==> src/rtl/rt_param_if.sv <==
// rt_param_if: operand/result handshake bundle for rt_param
interface rt_param_if #(parameter int WIDTH = 8);
  localparam int RW = (WIDTH + 1) / 2;
  logic [WIDTH-1:0] a_i;
  logic mode_i;
  logic start_i;
  logic [RW-1:0] y_bo;
  logic [WIDTH-1:0] r_bo;
  logic busy_o;
  logic done_o;
  modport master(output a_i, mode_i, start_i, input y_bo, r_bo, busy_o, done_o);
  modport slave(input a_i, mode_i, start_i, output y_bo, r_bo, busy_o, done_o);
endinterface

==> src/rtl/rt_param.sv <==
// rt_param: sequential digit-by-digit cube/square root with remainder
module rt_param #(
  parameter int WIDTH = 8,
  parameter int SERIAL_MUL = 1
) (
  input logic clk_i,
  input logic rst_i,
  rt_param_if.slave bus
);
  localparam int RW = (WIDTH + 1) / 2;
  localparam int CI = (WIDTH + 2) / 3;
  localparam int SI = (WIDTH + 1) / 2;
  localparam int M = SERIAL_MUL ? RW : 1;
  localparam int PW = WIDTH + 3;
  localparam int BW = PW + WIDTH;
  localparam int KW = $clog2(RW + 1);
  localparam int CW = $clog2(M + 1);
  typedef enum logic [2:0] {IDLE, STEP, MUL, TEST, DONE} state_t;
  state_t state, state_n;
  logic mode, busy, start_ok, take, last;
  logic [RW-1:0] y_int, y_n;
  logic [WIDTH-1:0] x, x_n;
  logic [KW-1:0] k;
  logic [KW+1:0] s;
  logic [CW-1:0] cnt;
  logic [PW-1:0] acc, mc, mr, prod, addend, p;
  logic [BW-1:0] b;
  assign busy = state inside {STEP, MUL, TEST};
  assign start_ok = bus.start_i && !busy;
  assign bus.busy_o = busy;
  assign bus.done_o = state == DONE;
  // p = 3*y*(y+1) + 1, either in one shot or one partial product per MUL cycle
  assign mc = PW'(y_int) * PW'(3);
  assign mr = PW'(y_int) + PW'(1);
  assign prod = mc * mr + PW'(1);
  assign addend = mr[cnt] ? mc << cnt : '0;
  assign p = mode ? {PW'(y_int), 1'b0} | PW'(1) : acc;
  assign s = mode ? {k, 1'b0} : {k, 1'b0} + (KW+2)'(k);
  assign b = BW'(p) << s;
  assign take = BW'(x) >= b;
  assign x_n = take ? x - WIDTH'(b) : x;
  assign y_n = y_int + RW'(take);
  assign last = k == '0;
  always_ff @(posedge clk_i)
    state <= rst_i ? IDLE : state_n;
  always_comb begin
    state_n = state;
    case (state)
      IDLE, DONE: state_n = start_ok ? STEP : IDLE;
      STEP: state_n = mode ? TEST : MUL;
      MUL: state_n = cnt == CW'(M - 1) ? TEST : MUL;
      TEST: state_n = last ? DONE : STEP;
      default: state_n = IDLE;
    endcase
  end
  always_ff @(posedge clk_i) begin
    if (start_ok) begin
      mode <= bus.mode_i;
      x <= bus.a_i;
      y_int <= '0;
      k <= bus.mode_i ? KW'(SI - 1) : KW'(CI - 1);
    end
    if (state == STEP) begin
      y_int <= y_int << 1;
      cnt <= '0;
      acc <= PW'(1);
    end
    if (state == MUL) begin
      acc <= SERIAL_MUL != 0 ? acc + addend : prod;
      cnt <= cnt + 1'b1;
    end
    if (state == TEST) begin
      x <= x_n;
      y_int <= y_n;
      k <= k - 1'b1;
    end
  end
  always_ff @(posedge clk_i) begin
    if (rst_i) begin
      bus.y_bo <= '0;
      bus.r_bo <= '0;
    end else if (state == TEST && last) begin
      bus.y_bo <= y_n;
      bus.r_bo <= x_n;
    end
  end
endmodule

==> src/flat_wrapper.sv <==
// flat-port wrapper written by rule: the top's interface ports become plain ports
module rt_param_flat 
#(
  parameter int WIDTH = 8,
  parameter int SERIAL_MUL = 1
)
  (clk_i, rst_i, bus_a_i, bus_mode_i, bus_start_i, bus_y_bo, bus_r_bo, bus_busy_o, bus_done_o);
  rt_param_if #(.WIDTH(WIDTH)) bus_i ();
  input logic clk_i;
  input logic rst_i;
  input wire logic [$bits(bus_i.a_i)-1:0] bus_a_i;
  input wire logic [$bits(bus_i.mode_i)-1:0] bus_mode_i;
  input wire logic [$bits(bus_i.start_i)-1:0] bus_start_i;
  output wire logic [$bits(bus_i.y_bo)-1:0] bus_y_bo;
  output wire logic [$bits(bus_i.r_bo)-1:0] bus_r_bo;
  output wire logic [$bits(bus_i.busy_o)-1:0] bus_busy_o;
  output wire logic [$bits(bus_i.done_o)-1:0] bus_done_o;
  assign bus_i.a_i = bus_a_i;
  assign bus_i.mode_i = bus_mode_i;
  assign bus_i.start_i = bus_start_i;
  assign bus_y_bo = bus_i.y_bo;
  assign bus_r_bo = bus_i.r_bo;
  assign bus_busy_o = bus_i.busy_o;
  assign bus_done_o = bus_i.done_o;
  rt_param #(.WIDTH(WIDTH), .SERIAL_MUL(SERIAL_MUL)) u_core (.clk_i(clk_i), .rst_i(rst_i), .bus(bus_i));
endmodule
==> config.mk <==
export PLATFORM = sky130hd
export DESIGN_NAME = rt_param_flat
export DESIGN_NICKNAME = d
export VERILOG_FILES = /design/src/rtl/rt_param_if.sv /design/src/rtl/rt_param.sv /design/src/flat_wrapper.sv
export SDC_FILE = /design/constraint.sdc
export NUM_CORES = 1
export LEC_CHECK = 0
export ABC_CLOCK_PERIOD_IN_PS = 4400
export BUFFER_PORTS_ARGS = -buffer_cell sky130_fd_sc_hd__clkbuf_2
export CORE_MARGIN = 10
export CORE_UTILIZATION = 56
export DETAILED_ROUTE_END_ITERATION = 10
export PLACE_DENSITY = 0.78
export SLEW_MARGIN = 5
export SYNTH_ARGS = -nofsm -noshare
export SYNTH_HDL_FRONTEND = slang
export SYNTH_SLANG_ARGS = --single-unit
==> constraint.sdc <==
create_clock -name clk_i -period 4.4 [get_ports clk_i]
set_input_delay 0.88 -clock clk_i [delete_from_list [all_inputs] [get_ports clk_i]]
set_output_delay 0.88 -clock clk_i [all_outputs]
set_load 0.005 [all_outputs]
==> impl_metrics.toml <==
[grt]
met1_usage_pct = 25.1
gr-max-usage-layer = "met2"
grt_overflow_total = 0
grt_max_degree = 24
grt.met3_usage_pct = 2.68
grtUsageMet2_pct = 27.2
grt_pass1_vias = 3070
grt_use_total_pct = 17.5
antenna_found_initial = 0
grt_pass1_wl_mm = 15.0

[synthesis]
ys.flop_type = "edfxtp_1"
yosysWarnings = 0
synth_cell_types = 67
yosys.area.top_type = "edfxtp_1"
ys_seq_area_share_pct = 31.5
syn_nets = 497
syn_area_per_cell_um2 = 8.46
syn-cell-area_mm2 = 0.00382
ys_top_cells_by_area = "edfxtp_1 24%, ha_1 9.8%, dfxtp_1 7.9%, nor2_1 6.0%, nand2_1 5.0%"
synthArstFlopShare_pct = 0
synth_cells = 451
ys_seq_elements = 45
synth_top_area_share_pct = 23.6
synth_edf_count = 30

[outcome]
status = "finished clean"

[setup_path]
crit_type = "register to register"
reg2reg_slack_ns = 0.20
crit_path_end_kind = "register"
start_kind = "register"
worstPathRequired_ns = 4.45
r2r-start = "u_core.k[1]"
cp_max_fo = 4
reg2regPathDepth = 19
rr_endpoint = "u_core.y_int[2]"
arrival_ns = 4.25

[die]
coreArea_mm2 = 0.00672
start_util_pct = 56.8
die_x_um = 103
ios = 26
rows = 30
fp.dieH_um = 103
die_area_mm2 = 0.0105

[flow_run]
cap_violations = 0

[worst_hold_path]
hold_path.class = "register to register"
hold_path_startpoint = "u_core.bus.y_bo[1]"
whs_path_depth = 2
min_to = "u_core.bus.y_bo[1]"

[cells_and_area]
drive_above_1_share_pct = 17.2
final_common_cell = "nor2_1"
mostFrequentLayoutCells = "61 x nor2_1, 51 x nand2_1, 30 x edfxtp_1"
nets = 533
fillCellCount = 557
instances_no_fill = 568
area_growth_pct = 13.5
n_antenna_cell = 0

[power_and_ir_drop]
p_int_uw = 1040
power_leakage_uw = 0.00176
power_density_mw_per_mm2 = 415
power_frac_seq_pct = 33.9
peakVddDrop_v = 0.000247
p_comb_share_pct = 50.0
pwr-share-clk_pct = 16.1
p_switching_uw = 754
swShare_pct = 41.9

[cts]
htreeDepth = 2
cts.sinks = 45
cts-buffers-inserted = 5
clk_latency_ns = 0.31
holdBufCountCts = 0
cts-root-buf = "clkbuf_8"
clockBufferDepth = 2
cts_tree = "yes"
clkSlewWorstSetupHoldPaths_ns = 0.10

[detailed_routing]
drc = 0
wire_per_inst_um = 16.0
vias = 3377
finalWirelength_mm = 9.08
vias_per_cell = 5.95
dr.pass1.iters = 5
first_iter_violations = 220
postRouteAntennaNets = 0

[timing]
worstMarginPinSlew_ns = 1.23
post-route-period-util_pct = 95.4
finalHoldViolCount = 0
slew_violations = 0
worst_slack_ns = 0.202
setup_viol = 0
setup_tns_ns = 0
clock_skew_ns = 0.00607
fmax_mhz = 238
min_period_ns = 4.20
relSlewSlack_pct = 17.7

[place]
place_inst = 556
portBuffers = 25
place.gp.congestion = 0.971
place_ws_ns = -0.0846
dpl.hpwl_mm = 6.98
[power groups by stage]
stage / Combinational (uW) / Sequential, uW / Clock (uW)
floorplan: 662 / 570 / 0
global placement: 808 / 614 / 0
detailed placement: 824 / 616 / 0
CTS: 834 / 607 / 289
global route: 1000 / 622 / 308
finish: 899 / 610 / 289
[state kept, by name (all words and copies together), names as in the netlist]
name	cells
u_core.state	3
u_core.acc	11
u_core.y_int	4
u_core.k	3
u_core.x	8
u_core.mode	1
u_core.cnt	3
u_core.bus.r_bo	8
u_core.bus.y_bo	4
[area by class of cell]
type                       count  area (um2)  area share [%]
clock buffer                   5        68.8            1.59
sequential                    45        1200            27.7
timing repair buffer          49         318            7.34
clock inverter                 3        28.8           0.665
multi-input combinational    359        2510            58.0
inverter                      27         104            2.40
tap                           80         100            2.31
[worst max path at each step]
| stage | cells after the start | endpoint | from |
|---|---|---|---|
| floorplan | 20 | u_core.y_int[2] | u_core.k[2] |
| global placement | 19 | u_core.y_int[2] | u_core.k[0] |
| detailed placement | 19 | u_core.y_int[2] | u_core.k[0] |
| CTS | 19 | u_core.y_int[2] | u_core.k[0] |
| global route | 20 | u_core.y_int[2] | u_core.k[1] |
| finish | 19 | u_core.y_int[2] | u_core.k[1] |
[synthesized netlist by cell type, types with 3 or more instances]
master / n
nor2_1: 61
nand2_1: 51
edfxtp_1: 30
ha_1: 30
a21oi_1: 28
inv_1: 24
mux2i_1: 16
o21ai_0: 16
dfxtp_1: 15
a211oi_1: 13
clkbuf_1: 12
nand2b_1: 12
xnor2_1: 12
nor3_1: 10
nor2b_1: 7
o21ai_1: 7
xor2_1: 6
and2_1: 5
buf_2: 5
nand3_1: 5
o31ai_1: 5
a21o_1: 4
a31oi_1: 4
fa_1: 4
nand3b_1: 4
o22ai_1: 4
a21boi_0: 3
nand4_1: 3
nor3b_1: 3
o21a_1: 3
or2_2: 3
[critical path, stage by stage (launching register included)]
cell and delay, ns:
edfxtp_1 0.46, ha_1 0.21, inv_1 0.06, fa_1 0.43, or2_1 0.25, and2_4 0.15, and2_1 0.15, nand2_1 0.08
ha_1 0.24, nor2b_1 0.15, o31ai_2 0.25, a21oi_2 0.14, o31ai_4 0.27, a2111oi_4 0.12, o21ai_2 0.16, inv_4 0.08
ha_1 0.21, ha_1 0.21, xnor2_2 0.20, a211oi_2 0.10
[cell families (layout without fill, tap and decap cells)]
group | Yosys count | count (layout) | synth area share, %
xor+xnor | 18 | 18 | 4.13
fa+ha+maj | 34 | 34 | 11.9
flops | 45 | 45 | 31.5
buf+inv | 47 | 84 | 5.34
mux | 22 | 22 | 6.36
other cells | 1 | 1 | 0.0983
compound gates | 112 | 112 | 19.5
simple gates | 172 | 172 | 21.1
[layer usage]
metal	share of wire [%]	vias to the layer above
met4	1.6	0
met3	5.2	16
met2	46	94
met5	0	-
met1	47	1583
li1	-	1684
[stage by stage]
step / hold WS [ns] / power [uW] / instance area [um2] / utilization [%]
floorplan: 0.453 / 1230 / 3820 / -
global placement: 0.442 / 1420 / 4100 / 61.0
detailed placement: 0.457 / 1440 / 4100 / 61.0
CTS: 0.485 / 1730 / 4200 / 62.5
global route: 0.511 / 1930 / 4330 / 64.5
finish: 0.478 / 1800 / 4330 / 64.5
[repair_timing]
item / in CTS / in global routing
pin swaps: 0 / 1
hold endpoints to repair: 0 / 0
resized for setup: 1 / 12
endpoints found under the setup margin: 2 / 17
buffers inserted: 0 / 4
No activity file was read; power rests on OpenSTA's default activity.
